==> config.mk <==
export PLATFORM = sky130hd
export DESIGN_NAME = wptr_full_ctrl
export DESIGN_NICKNAME = d
export VERILOG_FILES = /design/src/rtl/wptr_full_ctrl.sv
export SDC_FILE = /design/constraint.sdc
export NUM_CORES = 1
export LEC_CHECK = 0
export ABC_AREA = 1
export CORE_AREA = 4 4 50 52
export DETAILED_ROUTE_END_ITERATION = 6
export DIE_AREA = 0 0 54 56
export HOLD_SLACK_MARGIN = 0.15
export PLACE_DENSITY_LB_ADDON = 0.3
export SYNTH_ARGS = -nofsm -noshare
export SYNTH_HDL_FRONTEND = slang
export SYNTH_SLANG_ARGS = --single-unit
==> constraint.sdc <==
create_clock -name wclk -period 3.12 [get_ports wclk]
set_clock_uncertainty 0.05 [all_clocks]
set_input_delay 0.312 -clock wclk [delete_from_list [all_inputs] [get_ports wclk]]
set_output_delay 0.312 -clock wclk [all_outputs]
set_load 0.01 [all_outputs]
==> src/rtl/wptr_full_ctrl.sv <==
// wptr_full_ctrl: write-domain Gray/binary pointer, full/almost-full, level and overflow tracking for a dual-clock FIFO
module wptr_full_ctrl #(
    parameter int ASIZE       = 4,
    parameter int AFULL_LEVEL = 14
) (
    input  logic             wclk,
    input  logic             wrst,
    input  logic             winc,
    input  logic             ovf_clr,
    input  logic [ASIZE:0]   wq2_rptr,
    output logic             wen,
    output logic [ASIZE-1:0] waddr,
    output logic [ASIZE:0]   wptr,
    output logic             wfull,
    output logic             walmost_full,
    output logic [ASIZE:0]   wlevel,
    output logic             woverflow
);
    localparam int PW = ASIZE + 1;
    localparam logic [PW-1:0] AFL = PW'(AFULL_LEVEL);

    logic [PW-1:0] wbin_q, wbin_d, wptr_q, wptr_d, wlevel_q, wlevel_d, rbin_sync;
    logic          wfull_q, wfull_d, walmost_full_q, walmost_full_d, woverflow_q, woverflow_d;

    // Gray-to-binary: each bit is the XOR of itself and all higher Gray bits
    always_comb begin
        rbin_sync = '0;
        for (int i = 0; i < PW; i++)
            rbin_sync[i] = ^(wq2_rptr >> i);
    end

    always_comb begin
        wen            = winc & ~wfull_q;
        wbin_d         = wbin_q + {{ASIZE{1'b0}}, wen};
        wptr_d         = (wbin_d >> 1) ^ wbin_d;
        wfull_d        = wptr_d == {~wq2_rptr[ASIZE:ASIZE-1], wq2_rptr[ASIZE-2:0]};
        wlevel_d       = wbin_d - rbin_sync;
        walmost_full_d = wlevel_d >= AFL;
        woverflow_d    = (winc & wfull_q) | (woverflow_q & ~ovf_clr);
    end

    always_ff @(posedge wclk or posedge wrst) begin
        if (wrst) begin
            wbin_q         <= '0;
            wptr_q         <= '0;
            wlevel_q       <= '0;
            wfull_q        <= 1'b0;
            walmost_full_q <= 1'b0;
            woverflow_q    <= 1'b0;
        end else begin
            wbin_q         <= wbin_d;
            wptr_q         <= wptr_d;
            wlevel_q       <= wlevel_d;
            wfull_q        <= wfull_d;
            walmost_full_q <= walmost_full_d;
            woverflow_q    <= woverflow_d;
        end
    end

    assign waddr        = wbin_q[ASIZE-1:0];
    assign wptr         = wptr_q;
    assign wfull        = wfull_q;
    assign walmost_full = walmost_full_q;
    assign wlevel       = wlevel_q;
    assign woverflow    = woverflow_q;
endmodule

==> results.toml, run 1 <==
[run_status]
status = "finished, final reports clean"

[worst_setup_path]
cp_common_cell = "nand2_1"
path_cells = "clkdlybuf4s50_1, inv_1, nand2_1, nand2_2, xor2_2, xor2_1, inv_1, ha_1, fa_1, nor2_1, nor2_1, nand2_1, nand3_1, nand2_1, nand2_1"
max_stage_delay_ns = 0.50
crit_path_top_delay_cell = "clkdlybuf4s50_1"
startpoint = "wq2_rptr[3]"
end_kind = "register"
cp.arrival_ns = 2.68
start_kind = "input port"
crit_required_ns = 3.26
rr_worst_depth = 14
path_class = "input port to register"
path_max_fanout = 3
r2r_start = "wfull"

[global_route]
grt_use_total_pct = 16.1
overflow = 0
antenna_found_initial = 0
grt_first_pass_wirelength_mm = 3.62
grt_max_degree = 18
grt_pass1_vias = 896

[finish]
drive_gt1_share_pct = 5.63
nets = 176
n_antenna_cell = 0
multiInputGateArea_um2 = 459
fillers = 183
regArea_um2 = 425
area_delta_synth_final_pct = 32.7

[synthesis]
yosys.area_share.simple_pct = 32.9
synth_cell_types = 15
yosys_warnings = 0
ys_seq_area_share_pct = 43.1
syn_nets = 145
synthXorXnorAreaFrac_pct = 4.31
avgSynthCellArea_um2 = 7.58
synth.area.top_cells = "dfrtp_1, nand2_1, inv_1"
synth_fa_ha_area_share_pct = 8.38
syn_area_um2 = 986
synth_top_family_by_area = "simple AND/OR/NAND/NOR gates"
yosys.area.top_type = "dfrtp_1"
synthCells = 130
synth_compound_area_share_pct = 1.02
ys_seq_elements = 17
synthMuxAreaShare_pct = 0
yosysTopAreaCellShare_pct = 43.1

[place]
dp_slack_ns = 0.279
dpl.hpwl_mm = 1.72
gp_congestion = 0.891
place.port_buffers = 26

[power]
pwr-share-comb_pct = 64.0
cellInternalPower_w = 0.000784
powerDensity_nw_per_um2 = 1080
switching_share_pct = 44.7
p_switching_w = 0.000635
clkPwrFrac_pct = 8.5
peakVddDrop_v = 0.000583
seqPwrFrac_pct = 27.5
leakage_nw = 0.702

[clocking]
tritoncts = "built"
cts_setup_buffers = 0
clk_latency_ns = 0.30
cts_resized = 0
path_clk_slew_ns = 0.10
cts_hold_buf = 0
htreeDepth = 1
clock-root-buffer = "clkbuf_4"
numCtsBuffers = 3
numClockSinks = 17
cts.path.max_buffers = 2

[timing]
grt_setup_unrepaired = "no"
setup_viol = 0
setup_tns_ns = 0
worst_slew_pin_slew_ns = 0.655
postLayoutSetupSlackWorst_ns = 0.580
fin_crit_sh_pct = 81.4
slew_headroom_pct = 56.3
final_hold_viol_count = 0
fin_crit_ns = 2.54
timing.final.max_slew_violations = 0
clock.fmax_mhz = 394

[floorplanning]
num_rows = 17
die_w_um = 54
ioPinCount = 27
start_util_pct = 46.8
core_region_area_um2 = 2110
die_h_um = 56
dieArea_um2 = 3020

[routing]
viasPerCell = 4.81
wirelength_mm = 2.16
vias = 904
ant_nets = 0
dr.pass1.iters = 4
wire_per_inst_um = 11.5
first_iter_violations = 12
drc = 0

[run]
max_cap_violations = 0

[worst_hold_path]
hold_class = "input port to async pin"
==> power by group through the flow <==
stage          Clock [W]  Sequential [W]  Combinational (W)
6_report        0.000120        0.000391           0.000907
5_1_grt         0.000132        0.000408            0.00103
4_1_cts         0.000126        0.000390           0.000914
3_5_place_dp           0        0.000396           0.000910
3_3_place_gp           0        0.000389           0.000875
2_1_floorplan          0        0.000444           0.000503
==> cells by family after synthesis <==
kind of cell / Yosys count
XOR/XNOR: 4
buffers and inverters: 27
adder cells (fa/ha/maj): 6
flip-flops: 17
AO/OA/AOI/OAI: 2
AND/OR/NAND/NOR: 74
==> per-layer routing <==
metal | share of wire (%) | wire, µm | vias up | track usage, %
met4 | 4.1 | 89 | 0 | 11.7
met5 | 0 | 0 | - | 0
li1 | - | - | 459 | -
met3 | 5.3 | 115 | 9 | 1.88
met1 | 41 | 884 | 409 | 18.4
met2 | 49 | 1070 | 27 | 26.5
==> final cells by class <==
cell class / count / area share, %
multi-input combinational: 86 / 35.1
clock buffer: 3 / 1.72
sequential: 17 / 32.5
clock inverter: 1 / 0.382
timing repair buffer: 26 / 19.9
inverter: 27 / 7.74
tap: 28 / 2.68
==> registers in the layout, indices dropped and copies added, names as in the netlist <==
signal	cells
walmost_full	1
wbin_q	5
wfull	1
wlevel	5
woverflow	1
wptr	4
==> layout by cell type, fill, tap and decap left out <==
master            n
nand4_1           3
xor2_1            3
xor2_2            1
ha_1              5
clkdlybuf4s50_1  26
nand3b_1          1
nor3_1            1
inv_1            27
and2_1            1
nor2_1            7
nand2_2           4
fa_1              1
nand3_1          17
o21ai_0           2
clkinv_2          1
nand2_1          40
dfrtp_1          17
clkbuf_4          3
==> cell usage after synthesis (all sizes together) <==
| cell type | n |
|---|---|
| nand4 | 3 |
| o21ai | 2 |
| nor2 | 7 |
| nand3b | 1 |
| nand3 | 17 |
| nor3 | 1 |
| dfrtp | 17 |
| nand2 | 44 |
| ha | 5 |
| and2 | 1 |
| xor2 | 4 |
| fa | 1 |
| inv | 27 |
==> metrics by stage <==
stage | util (%) | cells | total power, W | instance area [µm²] | hold WS, ns
4_1_cts | 62.2 | 188 | 0.00143 | 1310 | 0.358
6_report | 62.2 | 188 | 0.00142 | 1310 | 0.343
3_5_place_dp | 60.8 | 184 | 0.00131 | 1280 | 0.486
2_1_floorplan | - | 130 | 0.000947 | 986 | 0.188
3_3_place_gp | 60.8 | 184 | 0.00126 | 1280 | 0.443
5_1_grt | 62.2 | 188 | 0.00157 | 1310 | 0.408
==> final timing paths <==
path,endpoint,slack (ns)
max in group asynchronous,wlevel[1],2.25
worst min-delay path,wbin_q[1],0.34
worst max-delay path,walmost_full,0.58
worst min register to register,woverflow,0.49
min in group wclk,woverflow,0.49
worst max register to register,walmost_full,0.67
==> worst max-delay path: cells and delay by family <==
| kind | cells | cell delay (ns) |
|---|---|---|
| XOR/XNOR | 2 | 0.41 |
| AND/OR/NAND/NOR | 8 | 0.71 |
| buffers and inverters | 3 | 0.64 |
| adder cells (fa/ha/maj) | 2 | 0.61 |
(Power assumes the default switching activity.)
==> run 2: changes to the inputs <==
CORE_AREA = 4 4 54 56   (was 4 4 50 52)
DIE_AREA = 0 0 58 60   (was 0 0 54 56)
clock period = 2.13 ns   (was 3.12 ns; I/O delays follow)
==> run 2 against run 1 <==
Against the previous run: design area increased by 19%; total power increased by 77%; clock power increased by 43%; critical path depth decreased by 3; die area increased by 15%.
==> results.toml, run 2 (same netlist as run 1, synthesis figures left out) <==
[timing]
worst_slew_pin_slew_ns = 0.652
fin_crit_sh_pct = 94.8
final_hold_viol_count = 0
clock.fmax_mhz = 495
setup_viol = 0
fin_crit_ns = 2.02
postLayoutSetupSlackWorst_ns = 0.111
timing.final.max_slew_violations = 0
slew_headroom_pct = 56.5

[global_route]
grt_pass1_vias = 978
grt_use_total_pct = 14.9
overflow = 0
grt_first_pass_wirelength_mm = 3.98
antenna_found_initial = 0
grt_max_degree = 18

[power]
leakage_nw = 0.810
seqPwrFrac_pct = 23.3
cellInternalPower_w = 0.00146
pwr-share-comb_pct = 69.9
total_power_w = 0.00251
peakVddDrop_v = 0.000869
switching_share_pct = 41.8
clkPwrFrac_pct = 6.8
powerDensity_nw_per_um2 = 1620
p_switching_w = 0.00105

[finish]
drive_gt1_share_pct = 25.4
fillers = 208
area_delta_synth_final_pct = 57.7
final_cell_mix = "nand2_1, clkdlybuf4s50_1, inv_1, buf_4"
fin_cells = 211
n_antenna_cell = 0
final_common_cell = "nand2_1"
final_area_um2 = 1560
nets = 197

[worst_setup_path]
crit_path_top_delay_cell = "clkdlybuf4s50_1"
start_kind = "input port"
cpLargestDelayFamily = "adder cells"
end_kind = "register"
cp.arrival_ns = 2.16
max_stage_delay_ns = 0.49
cp_common_cell = "nand2_1"
crit_required_ns = 2.27
crit_buf_inv = 2
path_class = "input port to register"
path_max_fanout = 2
path_cells = "clkdlybuf4s50_1, xor2_1, xor2_1, inv_1, ha_2, fa_2, nor2_4, nor2_2, nand2_1, nand3_1, nand2_1, nand2_1"

[run]
max_cap_violations = 0

[floorplanning]
core_region_area_um2 = 2430
num_rows = 18
die_w_um = 58
ioPinCount = 27
start_util_pct = 40.5
dieArea_um2 = 3480
die_h_um = 60

[clocking]
clk_latency_ns = 0.29
cts_hold_buf = 0
numCtsBuffers = 3
tritoncts = "built"
path_clk_slew_ns = 0.10
cts.path.max_buffers = 2
numClockSinks = 17
clock-root-buffer = "clkbuf_4"
htreeDepth = 1

[routing]
vias = 974
first_iter_violations = 17
dr_wl_met3_um = 126
wire_per_inst_um = 11.3
wirelength_mm = 2.38
wl_met1_um = 979
drc = 0
top_layer = "met4"
dr.pass1.iters = 4
met2WireLength_mm = 1.23
ant_nets = 0
viasPerCell = 4.62

[worst_hold_path]
hold_class = "input port to async pin"

[place]
dpl.hpwl_mm = 1.85
dp_cells = 205
place.port_buffers = 26
place_area_um2 = 1450
dp_slack_ns = -0.505
gp_congestion = 0.751

[run_status]
status = "finished, final reports clean"
run 2: cell types whose count changed in the layout (fill, tap and decap cells not counted), sizes merged:
cell	before	now
buf	0	21
clkdlybuf4s50	26	23
clkbuf	3	4
clkdlybuf4s15	0	1
clkinv	1	0
dlygate4sd2	0	1
dlymetal6s2s	0	1
run 2: per-layer routing:
layer | up-vias | GRT usage [%]
li1 | 501 | -
met1 | 441 | 17.8
met2 | 26 | 26.8
met3 | 6 | 2.59
met4 | 0 | 5.30
met5 | - | 0
run 2: final timing paths:
| kind | slack [ns] | depth (start not counted) | end | from |
|---|---|---|---|---|
| hold reg to reg | 0.50 | 2 | woverflow | woverflow |
| min in group wclk | 0.29 | 5 | wfull | wq2_rptr[2] |
| max in group asynchronous | 1.35 | 2 | wbin_q[1] | wrst |
| hold / removal | 0.25 | 2 | wptr[2] | wrst |
| setup reg to reg | 0.13 | 11 | walmost_full | wfull |
| setup / recovery | 0.11 | 12 | walmost_full | wq2_rptr[0] |
run 2: layout make-up:
type	instances	area, µm²	area share, %
Clock buffer	4	26.3	1.69
Inverter	27	104	6.68
Multi-Input combinational cell	86	543	34.9
Sequential cell	17	425	27.4
Tap cell	30	37.5	2.41
Timing Repair Buffer	47	419	27.0
run 2: worst register-to-register path: stages, from the launching register on:
cell and delay [ns]:
dfrtp_1 0.41, nor2_4 0.07, ha_4 0.16, ha_4 0.28, inv_2 0.05, fa_2 0.41
nor2_4 0.13, nor2_2 0.05, nand2_1 0.08, nand3_1 0.08, nand2_1 0.09, nand2_1 0.05
run 2: per-stage QoR:
step | utilization (%) | TNS [ns] | hold WS [ns]
2_1_floorplan | - | 0 | 0.0891
4_1_cts | 61.6 | 0 | 0.267
3_5_place_dp | 59.7 | -2.02 | 0.487
3_3_place_gp | 59.7 | -1.75 | 0.463
6_report | 63.9 | 0 | 0.250
5_1_grt | 63.9 | -0.00185 | 0.321
run 2: power by group through the flow:
stage | Clock, W | Combinational [W] | Sequential [W]
after global placement | 0 | 0.00158 | 0.000578
after CTS | 0.000179 | 0.00165 | 0.000585
after global routing | 0.000192 | 0.00196 | 0.000611
after floorplan | 0 | 0.000773 | 0.000658
after detailed placement | 0 | 0.00162 | 0.000587
final | 0.000171 | 0.00176 | 0.000587
run 2: repair_timing:
action / CTS / global route
endpoints found under the hold margin: 0 / 0
setup buffers: 0 / 2
resized for setup: 6 / 16
pin swaps: 4 / 10
setup endpoints to repair: 4 / 3
==> run 3: changes to the inputs <==
CAP_MARGIN = 10   (was default)
==> results of run 3 <==
The final DEF is identical to that of run 2; final timing and power are the same.
